[config.mk]
export PLATFORM = sky130hd
export DESIGN_NAME = lsl33_seq_ctrl_flat
export DESIGN_NICKNAME = d
export VERILOG_FILES = /design/src/rtl/lsl33_seq_ctrl_if.sv /design/src/rtl/lsl33_seq_ctrl.sv /design/src/flat_wrapper.sv
export SDC_FILE = /design/constraint.sdc
export NUM_CORES = 1
export LEC_CHECK = 0
export ABC_AREA = 1
export CAP_MARGIN = 10
export CORE_ASPECT_RATIO = 0.9
export CORE_UTILIZATION = 50
export DETAILED_ROUTE_END_ITERATION = 8
export GPL_TIMING_DRIVEN = 1
export PLACE_DENSITY = 0.81
export SYNTH_ARGS = -nofsm -noshare
export SYNTH_HDL_FRONTEND = slang
export SYNTH_SLANG_ARGS = --single-unit
[constraint.sdc]
create_clock -name clk -period 1.88 [get_ports clk]
set_clock_uncertainty 0.1 [all_clocks]
set_input_delay 0.376 -clock clk [delete_from_list [all_inputs] [get_ports clk]]
set_output_delay 0.376 -clock clk [all_outputs]
set_load 0.02 [all_outputs]
[src/rtl/lsl33_seq_ctrl_if.sv]
// Handshake/data bundle for the LSL33 sequencer.
// master drives start/d_in/amount, slave returns busy/done/d_out.
interface lsl33_seq_ctrl_if #(
  parameter int AMT_W = 6
);
  logic             start;
  logic [32:0]      d_in;
  logic [AMT_W-1:0] amount;
  logic             busy;
  logic             done;
  logic [32:0]      d_out;

  modport master (
    output start, d_in, amount,
    input  busy, done, d_out
  );

  modport slave (
    input  start, d_in, amount,
    output busy, done, d_out
  );
endinterface

[src/rtl/lsl33_seq_ctrl.sv]
// Multi-cycle 33-bit logical left shifter, 0..3 bits per SHIFT cycle.
// Ports: clk, reset (async high), bus (slave: start/d_in/amount -> busy/done/d_out).
module lsl33_seq_ctrl #(
  parameter int AMT_W = 6
) (
  input  logic             clk,
  input  logic             reset,
  lsl33_seq_ctrl_if.slave  bus
);
  localparam logic [1:0] S_IDLE  = 2'd0;
  localparam logic [1:0] S_SHIFT = 2'd1;
  localparam logic [1:0] S_DONE  = 2'd2;

  logic [1:0]       state;
  logic [32:0]      work;
  logic [AMT_W-1:0] rem;
  logic [1:0]       step;
  logic [32:0]      shifted;

  always_comb begin
    step = (rem >= AMT_W'(3)) ? 2'd3 : rem[1:0];
  end

  // 4:1 mux per bit: the 0..3-bit shift stage
  always_comb begin
    shifted = work;
    unique case (step)
      2'd0: shifted = work;
      2'd1: shifted = {work[31:0], 1'b0};
      2'd2: shifted = {work[30:0], 2'b0};
      2'd3: shifted = {work[29:0], 3'b0};
    endcase
  end

  always_ff @(posedge clk or posedge reset) begin
    if (reset) begin
      state <= S_IDLE;
      work  <= '0;
      rem   <= '0;
    end else begin
      case (state)
        S_IDLE: begin
          if (bus.start) begin
            work  <= bus.d_in;
            rem   <= bus.amount;
            state <= (bus.amount == '0) ? S_DONE : S_SHIFT;
          end
        end
        S_SHIFT: begin
          work <= shifted;
          rem  <= rem - AMT_W'(step);
          if (rem <= AMT_W'(3))
            state <= S_DONE;
        end
        S_DONE:  state <= S_IDLE;
        default: state <= S_IDLE;
      endcase
    end
  end

  assign bus.busy  = (state != S_IDLE);
  assign bus.done  = (state == S_DONE);
  assign bus.d_out = work;
endmodule

[src/flat_wrapper.sv]
// flat-port wrapper written by rule: the top's interface ports become plain ports
module lsl33_seq_ctrl_flat 
#(
  parameter int AMT_W = 6
)
  (clk, reset, bus_start, bus_d_in, bus_amount, bus_busy, bus_done, bus_d_out);
  lsl33_seq_ctrl_if #(.AMT_W(AMT_W)) bus_i ();
  input  logic clk;
  input  logic reset;
  input wire logic [$bits(bus_i.start)-1:0] bus_start;
  input wire logic [$bits(bus_i.d_in)-1:0] bus_d_in;
  input wire logic [$bits(bus_i.amount)-1:0] bus_amount;
  output wire logic [$bits(bus_i.busy)-1:0] bus_busy;
  output wire logic [$bits(bus_i.done)-1:0] bus_done;
  output wire logic [$bits(bus_i.d_out)-1:0] bus_d_out;
  assign bus_i.start = bus_start;
  assign bus_i.d_in = bus_d_in;
  assign bus_i.amount = bus_amount;
  assign bus_busy = bus_i.busy;
  assign bus_done = bus_i.done;
  assign bus_d_out = bus_i.d_out;
  lsl33_seq_ctrl #(.AMT_W(AMT_W)) u_core (.clk(clk), .reset(reset), .bus(bus_i));
endmodule
# Yosys cells after proc, flatten, opt, wreduce, memory -nomap -nowiden
# Cells that the tools add are included.
[totals]
n_memories = 0
wordCells = 32
inputBits = 42
ram_bits = 0
ff_bits = 41
out_inout_bits = 35
latchBits = 0
mem_bits_ro = 0
[classes]
div = 0
addsub = 1
multipliers = 0
n_lt_le_gt_ge = 2
n_shift = 0
mux = 10
bitwise_logic = 0
eq_ne = 8
reduce_logical = 8
[op_table]
columns = ["op", "n"]
rows = [
  ["$pmux 33 s3", 1],
  ["$pmux 33 s2", 1],
  ["$mux 33", 1],
  ["$pmux 6 s2", 1],
  ["$mux 2", 4],
  ["$eq 2x2->1 const B", 3],
  ["$ge 6x2->1 const B", 1],
  ["$le 6x2->1 const B", 1],
  ["$logic_not 6->1", 1],
  ["$mux 6", 1],
  ["$sub 6x2->6", 1],
  ["$eq 2x1->1 const B", 2],
  ["$logic_not 2->1", 2],
  ["$ne 2x2->1 const B", 2],
  ["$pmux 2 s2", 1],
  ["$reduce_and 2->1", 2],
  ["$reduce_bool 2->1", 2],
  ["$reduce_and 3->1", 1],
  ["$ne 2x1->1 const B", 1],
]

# Longest topological paths before layout
# Gate-level depths: netlist of the first run.
[depth]
depth_word = 5
mapped_depth = 9

# Worst setup path after synthesis of the first run
# OpenSTA, ideal clock, no wires.
[synth_timing]
path_kind = "flip-flop to flip-flop"
from = "reg u_core.rem[4]"
to = "reg u_core.rem[4]"
synth_period_minus_slack_ns = 1.470
required_ns = 1.657
setup_slack_ns = 0.410
arrival_time_ns = 1.247
n_path_buf = 0
path_stages_with_launch = 10
path_cell_list = "dfrtp_1 > nor2_4 > nand2_1 > nand2_1 > ha_1 > inv_1 > nand2_1 > xnor2_1 > o21ai_0 > nand2_1"
[synth_between]
elab_chain_len = 4
[synth_rtl]
columns = ["element", "line_no", "rtl"]
rows = [
  ["start, declared", "lsl33_seq_ctrl.sv:16", "logic [AMT_W-1:0] rem;"],
  ["start signal, assigned", "lsl33_seq_ctrl.sv:45", "rem <= bus.amount;"],
  ["start signal, assigned", "lsl33_seq_ctrl.sv:51", "rem <= rem - AMT_W'(step);"],
  ["$ge 6x2->1", "lsl33_seq_ctrl.sv:21", "step = (rem >= AMT_W'(3)) ? 2'd3 : rem[1:0];"],
  ["$mux 2", "lsl33_seq_ctrl.sv:21", ""],
  ["$sub 6x2->6 *", "lsl33_seq_ctrl.sv:51", ""],
  ["$pmux 6 s2 *", "lsl33_seq_ctrl.sv:41", "case (state)"],
]
# Mark *: on every way between the ends. The rest lies on a longest branch, timed or not.
# A chain may end at the register's enable or synchronous reset.

# Worst setup path in the final report of the first run
[layout_timing]
from = "reg u_core.work[15], in the netlist u_core.bus.d_out[15]"
to = "out bus_d_out[15]"
[layout_rtl]
columns = ["element", "line_no", "rtl"]
rows = [
  ["start, declared", "lsl33_seq_ctrl.sv:15", "logic [32:0] work;"],
  ["start signal, assigned", "lsl33_seq_ctrl.sv:44", "work <= bus.d_in;"],
  ["start signal, assigned", "lsl33_seq_ctrl.sv:50", "work <= shifted;"],
  ["end, declared", "flat_wrapper.sv:15", "output wire logic [$bits(bus_i.d_out)-1:0] bus_d_out;"],
]
# No word-level cell between the ends.

==> results.json, run 1 <==
{
  "final.setup.tns_ns": 0,
  "crit_chain": "clkdlybuf4s50_1",
  "final_common_cell": "nand2_1",
  "clock_sinks": 41,
  "syn_nets": 588,
  "layout_common_cells": "213 x nand2_1, 129 x nor2_1, 65 x clkdlybuf4s50_1",
  "start_util_pct": 53.2,
  "grt_antenna_before_repair": 0,
  "die_h_um": 76.6,
  "syn_inst": 545,
  "violations": "DRC",
  "p_sw_w": 0.00418,
  "via_count": 3505,
  "crit_path_max_fanout": 5,
  "crit_start": "u_core.bus.d_out[15]",
  "p_per_area_nw_per_um2": 1960,
  "cp_slowest_stage_delay_ns": 0.63,
  "p_int_w": 0.00391,
  "cpLargestDelayFamily": "buffers and inverters",
  "post-route-drc-count": 5,
  "diodes": 0,
  "async_reset_ff_share_pct": 100,
  "dp_hpwl_um": 5590,
  "rr_endpoint": "u_core.bus.d_out[30]",
  "rsz0062_at_grt": "false",
  "dr.pass1.iters": 7,
  "yosysTopAreaCell": "dfrtp_1",
  "ys_warn_count": 0,
  "fmax_mhz": 543,
  "drv_cap": 0,
  "post_cts_buffers": 0,
  "seq_area_frac_synth_pct": 33.1,
  "final_antenna_net_count": 0,
  "pwr-share-clk_pct": 9.4,
  "timing.reg2reg.setup_slack_ns": 0.17,
  "track_usage_pct": 26.0,
  "setup_viol": 0,
  "synth_simple_gate_area_share_pct": 50.0,
  "finalPower_w": 0.00810,
  "combPwrFrac_pct": 66.6,
  "synth_area_per_cell_sq_um": 5.68,
  "syn_area_sq_um": 3100,
  "worst_pin_slew_ns": 0.643,
  "grt_pass1_wl_um": 14000,
  "irDropWorstVdd_uv": 1060,
  "fillers": 519,
  "routabilityCongestion": 0.829,
  "timing.final.crit_share_pct": 97.9,
  "row_count": 26,
  "grt_pass1_vias": 3112,
  "swShare_pct": 51.7,
  "crit_path_end_kind": "output pin",
  "synthXorXnorAreaFrac_pct": 0.566,
  "cp.depth": 1,
  "ys_types": 22,
  "post-route-util_pct": 70.9,
  "r2r_cells": 9,
  "endpoint": "bus_d_out[15]",
  "routed_wl_um": 8200,
  "clockBufferDepth": 2,
  "cts_made_buffers": 5,
  "p_leak_nw": 2.28,
  "pin_count": 77,
  "port_buffers": 76,
  "htreeDepth": 2,
  "hold_path_class": "input port to asynchronous set/reset pin",
  "worstPathArrival_ns": 1.36,
  "r2r_start": "u_core.rem[4]",
  "synth_mux_area_share_pct": 0,
  "clk_pin_slew_ns": 0.08,
  "whs_ns": 0.291,
  "via_per_inst": 5.09,
  "overflow": 0,
  "status": "finished with violations",
  "cts_tree": "yes",
  "die-area_sq_um": 6510,
  "root_buffer": "clkbuf_8",
  "synth-adder-area-share_pct": 0.404,
  "area_delta_synth_final_pct": 33.3,
  "ys.flop_type": "dfrtp_1",
  "worstSetupPathType": "flip-flop to output pin",
  "cp_num_buf_inv": 1,
  "p_seq_share_pct": 24.1,
  "netlist.area_leader.share_pct": 33.1,
  "startpoint_type": "flip-flop",
  "crit_slowest_cell": "clkdlybuf4s50_1",
  "maxSlewViolCount": 0,
  "wl_per_cell_um": 11.9,
  "max-slew-margin-rel_pct": 56.9,
  "insertion_delay_ns": 0.29,
  "nNetsFinal": 661,
  "synth_area_leaders": "dfrtp_1 33%, nand2_1 26%, nor2_1 16%, inv_1 6.3%, nand4_1 6.3%",
  "grt_max_degree": 45,
  "synth_edf_count": 0,
  "fp.coreArea_sq_um": 5820,
  "drt_iter0_drc": 389,
  "fin_crit_ns": 1.84,
  "die_w_um": 84.9,
  "drive_gt1_share_pct": 5.01,
  "hold_viol": 0,
  "synth_compound_area_share_pct": 2.95,
  "ys_seq_elements": 41,
  "cp_data_required_time_ns": 1.40,
  "synth_top_family_by_area": "simple AND/OR/NAND/NOR gates"
}
-- area by class of cell --
cell class	instances	area, sq um	share of cell area (%)
multi-input combinational	404	1670	40.5
inverter	72	270	6.55
timing repair buffer	94	953	23.1
clock inverter	2	37.5	0.909
tap	70	87.6	2.12
sequential	41	1030	24.9
clock buffer	6	82.6	2.00
-- power groups by stage --
stage | Clock, W | Combinational, W | Sequential [W]
floorplan | 0 | 0.00324 | 0.00225
global placement | 0 | 0.00524 | 0.00194
detailed placement | 0 | 0.00539 | 0.00195
CTS | 0.000770 | 0.00541 | 0.00194
global route | 0.000800 | 0.00608 | 0.00202
finish | 0.000759 | 0.00539 | 0.00195
-- registers in the layout, summed over array words and instances, names as in the netlist --
name              count
u_core.state          2
u_core.bus.d_out     33
u_core.rem            6
-- stage by stage --
| step | cells | worst slack (ns) | area [sq um] |
|---|---|---|---|
| final | 689 | 0.0400 | 4130 |
| after global routing | 689 | 0.000677 | 4130 |
| after CTS | 689 | 0.00928 | 4110 |
| after detailed placement | 681 | 0.122 | 3990 |
| after global placement | 681 | 0.148 | 3990 |
| after floorplan | 545 | 0.410 | 3100 |
-- synth_stat cells, types with 2 or more instances --
cell / instances
nor2_1: 130
nor2_4: 2
nand2_1: 213
a21oi_1: 3
o21ai_0: 9
o21ai_1: 3
dfrtp_1: 41
clkinv_1: 20
inv_1: 52
nand4_1: 31
buf_4: 3
nand3_1: 6
clkbuf_1: 10
buf_2: 12
buf_1: 3
-- routing by layer --
| layer | up-vias | wire [um] | track usage (%) |
|---|---|---|---|
| met5 | - | 0 | 0 |
| met4 | 0 | 61 | 5.76 |
| met3 | 8 | 525 | 4.01 |
| met2 | 137 | 3900 | 43.1 |
| met1 | 1580 | 3710 | 35.8 |
| li1 | 1780 | - | - |
-- worst min-delay path by stage --
stage / cells after the start / slack (ns) / from / to
3_5_place_dp: 2 / 0.40 / u_core.bus.d_out[32] / u_core.bus.d_out[32]
2_1_floorplan: 2 / 0.40 / bus_amount[5] / u_core.rem[5]
5_1_grt: 2 / 0.32 / reset / u_core.bus.d_out[22]
3_3_place_gp: 2 / 0.40 / u_core.bus.d_out[32] / u_core.bus.d_out[32]
6_report: 2 / 0.29 / reset / u_core.bus.d_out[22]
4_1_cts: 2 / 0.30 / reset / u_core.bus.d_out[22]
-- logic make-up after synthesis --
| logic type | count (synthesis) |
|---|---|
| AO/OA/AOI/OAI | 17 |
| XOR/XNOR | 2 |
| adder cells (fa/ha/maj) | 1 |
| buffers and inverters | 100 |
| flip-flops | 41 |
| AND/OR/NAND/NOR | 384 |
-- timing repair --
action | 4_1_cts | 5_1_grt
endpoints found under the setup margin | 2 | 9
hold buffers | 0 | 0
gates resized for setup | 2 | 9
gates cloned | 0 | 0
Note: power is estimated with default switching activity, not from simulation.
==> inputs of run 2 (changes only) <==
- CORE_UTILIZATION: 50 -> 36
- PLACE_DENSITY: 0.81 -> unset
- clock period: 1.88 -> 2.3 ns (I/O delays scaled with it)
==> results.json, run 2 (same netlist as run 1, synthesis figures left out) <==
{
  "rsz0062_at_grt": "false",
  "hold_buffers": 0,
  "largest_reg_flops": 33,
  "crit_slowest_cell": "clkdlybuf4s50_1",
  "grt_pass1_vias": 3181,
  "setup_viol": 0,
  "pin_count": 77,
  "layout.cells.non_filler": 731,
  "placedInstanceArea_sq_um": 4020,
  "crit_chain": "inv_1 > nand2_1 > clkdlybuf4s50_1",
  "whs_ns": 0.382,
  "crit_path_end_kind": "output pin",
  "cts_resized": 0,
  "insertion_delay_ns": 0.30,
  "cp_data_required_time_ns": 1.74,
  "grt_max_degree": 64,
  "cts_tree": "yes",
  "final_common_cell": "nand2_1",
  "nNetsFinal": 658,
  "die_h_um": 90.0,
  "layout_common_cells": "213 x nand2_1, 129 x nor2_1, 76 x clkdlybuf4s50_1",
  "hold_viol": 0,
  "worstPathArrival_ns": 1.44,
  "final_antenna_net_count": 0,
  "die-area_sq_um": 8970,
  "grt_antenna_before_repair": 0,
  "final.setup.tns_ns": 0,
  "max-slew-margin-rel_pct": 54.0,
  "root_buffer": "clkbuf_8",
  "p_leak_nw": 2.16,
  "timing.final.crit_share_pct": 86.9,
  "crit_path_max_fanout": 4,
  "routabilityCongestion": 0.806,
  "htreeDepth": 2,
  "drv_cap": 0,
  "clk_pin_slew_ns": 0.09,
  "worstSetupPathType": "flip-flop to output pin",
  "clockBufferDepth": 2,
  "dp_slack_ns": 0.374,
  "dp_hpwl_um": 5810,
  "die_w_um": 99.7,
  "postLayoutCellArea_sq_um": 4140,
  "area_delta_synth_final_pct": 33.7,
  "worst_pin_slew_ns": 0.685,
  "row_count": 31,
  "p_per_area_nw_per_um2": 1600,
  "drive_gt1_share_pct": 4.38,
  "routed_wl_um": 8760,
  "cp_slowest_stage_delay_ns": 0.59,
  "via_count": 3397,
  "diodes": 0,
  "fp.coreArea_sq_um": 8180,
  "fmax_mhz": 501,
  "hold_path_class": "input port to asynchronous set/reset pin",
  "clock_sinks": 41,
  "status": "finished clean",
  "setup_slack_ns": 0.302,
  "overflow": 0,
  "dr.pass1.iters": 4,
  "post-route-drc-count": 0,
  "drt_iter0_drc": 132,
  "port_buffers": 76,
  "fin_crit_ns": 2.00,
  "start_util_pct": 37.8,
  "maxSlewViolCount": 0,
  "startpoint_type": "flip-flop",
  "irDropWorstVdd_uv": 650,
  "post_cts_buffers": 0,
  "wl_per_cell_um": 12.0,
  "track_usage_pct": 20.8,
  "cts_made_buffers": 5,
  "r2r_cells": 10,
  "grt_pass1_wl_um": 15200,
  "dp_cells": 723,
  "via_per_inst": 4.65
}
-- run 2: cell types whose count changed in the layout (fill, tap and decap cells not counted), sizes merged --
cell           before  now
buf                18   15
clkinvlp            1    0
dlygate4sd2         2    0
dlymetal6s2s        9    0
clkbuf              6    7
clkdlybuf4s50      65   76
-- run 2: report_power, final --
part	switching (W)	internal, W	leakage, nW
clock	0.000279	0.000355	0.0585
combinational	0.00266	0.00172	1.61
sequential	0.000499	0.00111	0.496
-- run 2: routing by layer --
layer	share of wire, %	vias to the layer above	GRT usage, %	wire, um
met5	0	-	0	0
met2	46	83	35.0	4020
met4	0.78	0	4.66	68
li1	-	1769	-	-
met3	4.3	8	3.11	378
met1	49	1537	27.9	4290
-- run 2: path summary, 6_finish.rpt --
| check | slack, ns | to | start |
|---|---|---|---|
| worst min register to register | 0.40 | u_core.bus.d_out[32] | u_core.bus.d_out[32] |
| worst max-delay path | 0.30 | bus_busy | u_core.state[0] |
| worst max register to register | 0.56 | u_core.bus.d_out[32] | u_core.rem[4] |
| min in group clk | 0.40 | u_core.bus.d_out[32] | u_core.bus.d_out[32] |
| max in group asynchronous | 1.19 | u_core.state[0] | reset |
| worst min-delay path | 0.38 | u_core.bus.d_out[13] | reset |
-- run 2: cell type report --
cell class	count	area (sq um)
clock buffers	7	86.3
clock inverters	1	30.0
fillers	881	4050
inverters	72	270
multi-input cells	404	1670
flip-flops and latches	41	1030
well taps	115	144
repair buffers	91	911
-- run 2: critical path, delay by kind of cell, from the launching register on --
| family | cells | cell delay, ns |
|---|---|---|
| simple gates | 1 | 0.07 |
| buf+inv | 2 | 0.68 |
| flops | 1 | 0.39 |
-- run 2: per-stage QoR --
step / utilization, % / total power [W]
2_1_floorplan: - / 0.00449
3_3_place_gp: 49.1 / 0.00593
3_5_place_dp: 49.1 / 0.00600
4_1_cts: 50.6 / 0.00666
5_1_grt: 50.6 / 0.00732
6_report: 50.6 / 0.00662
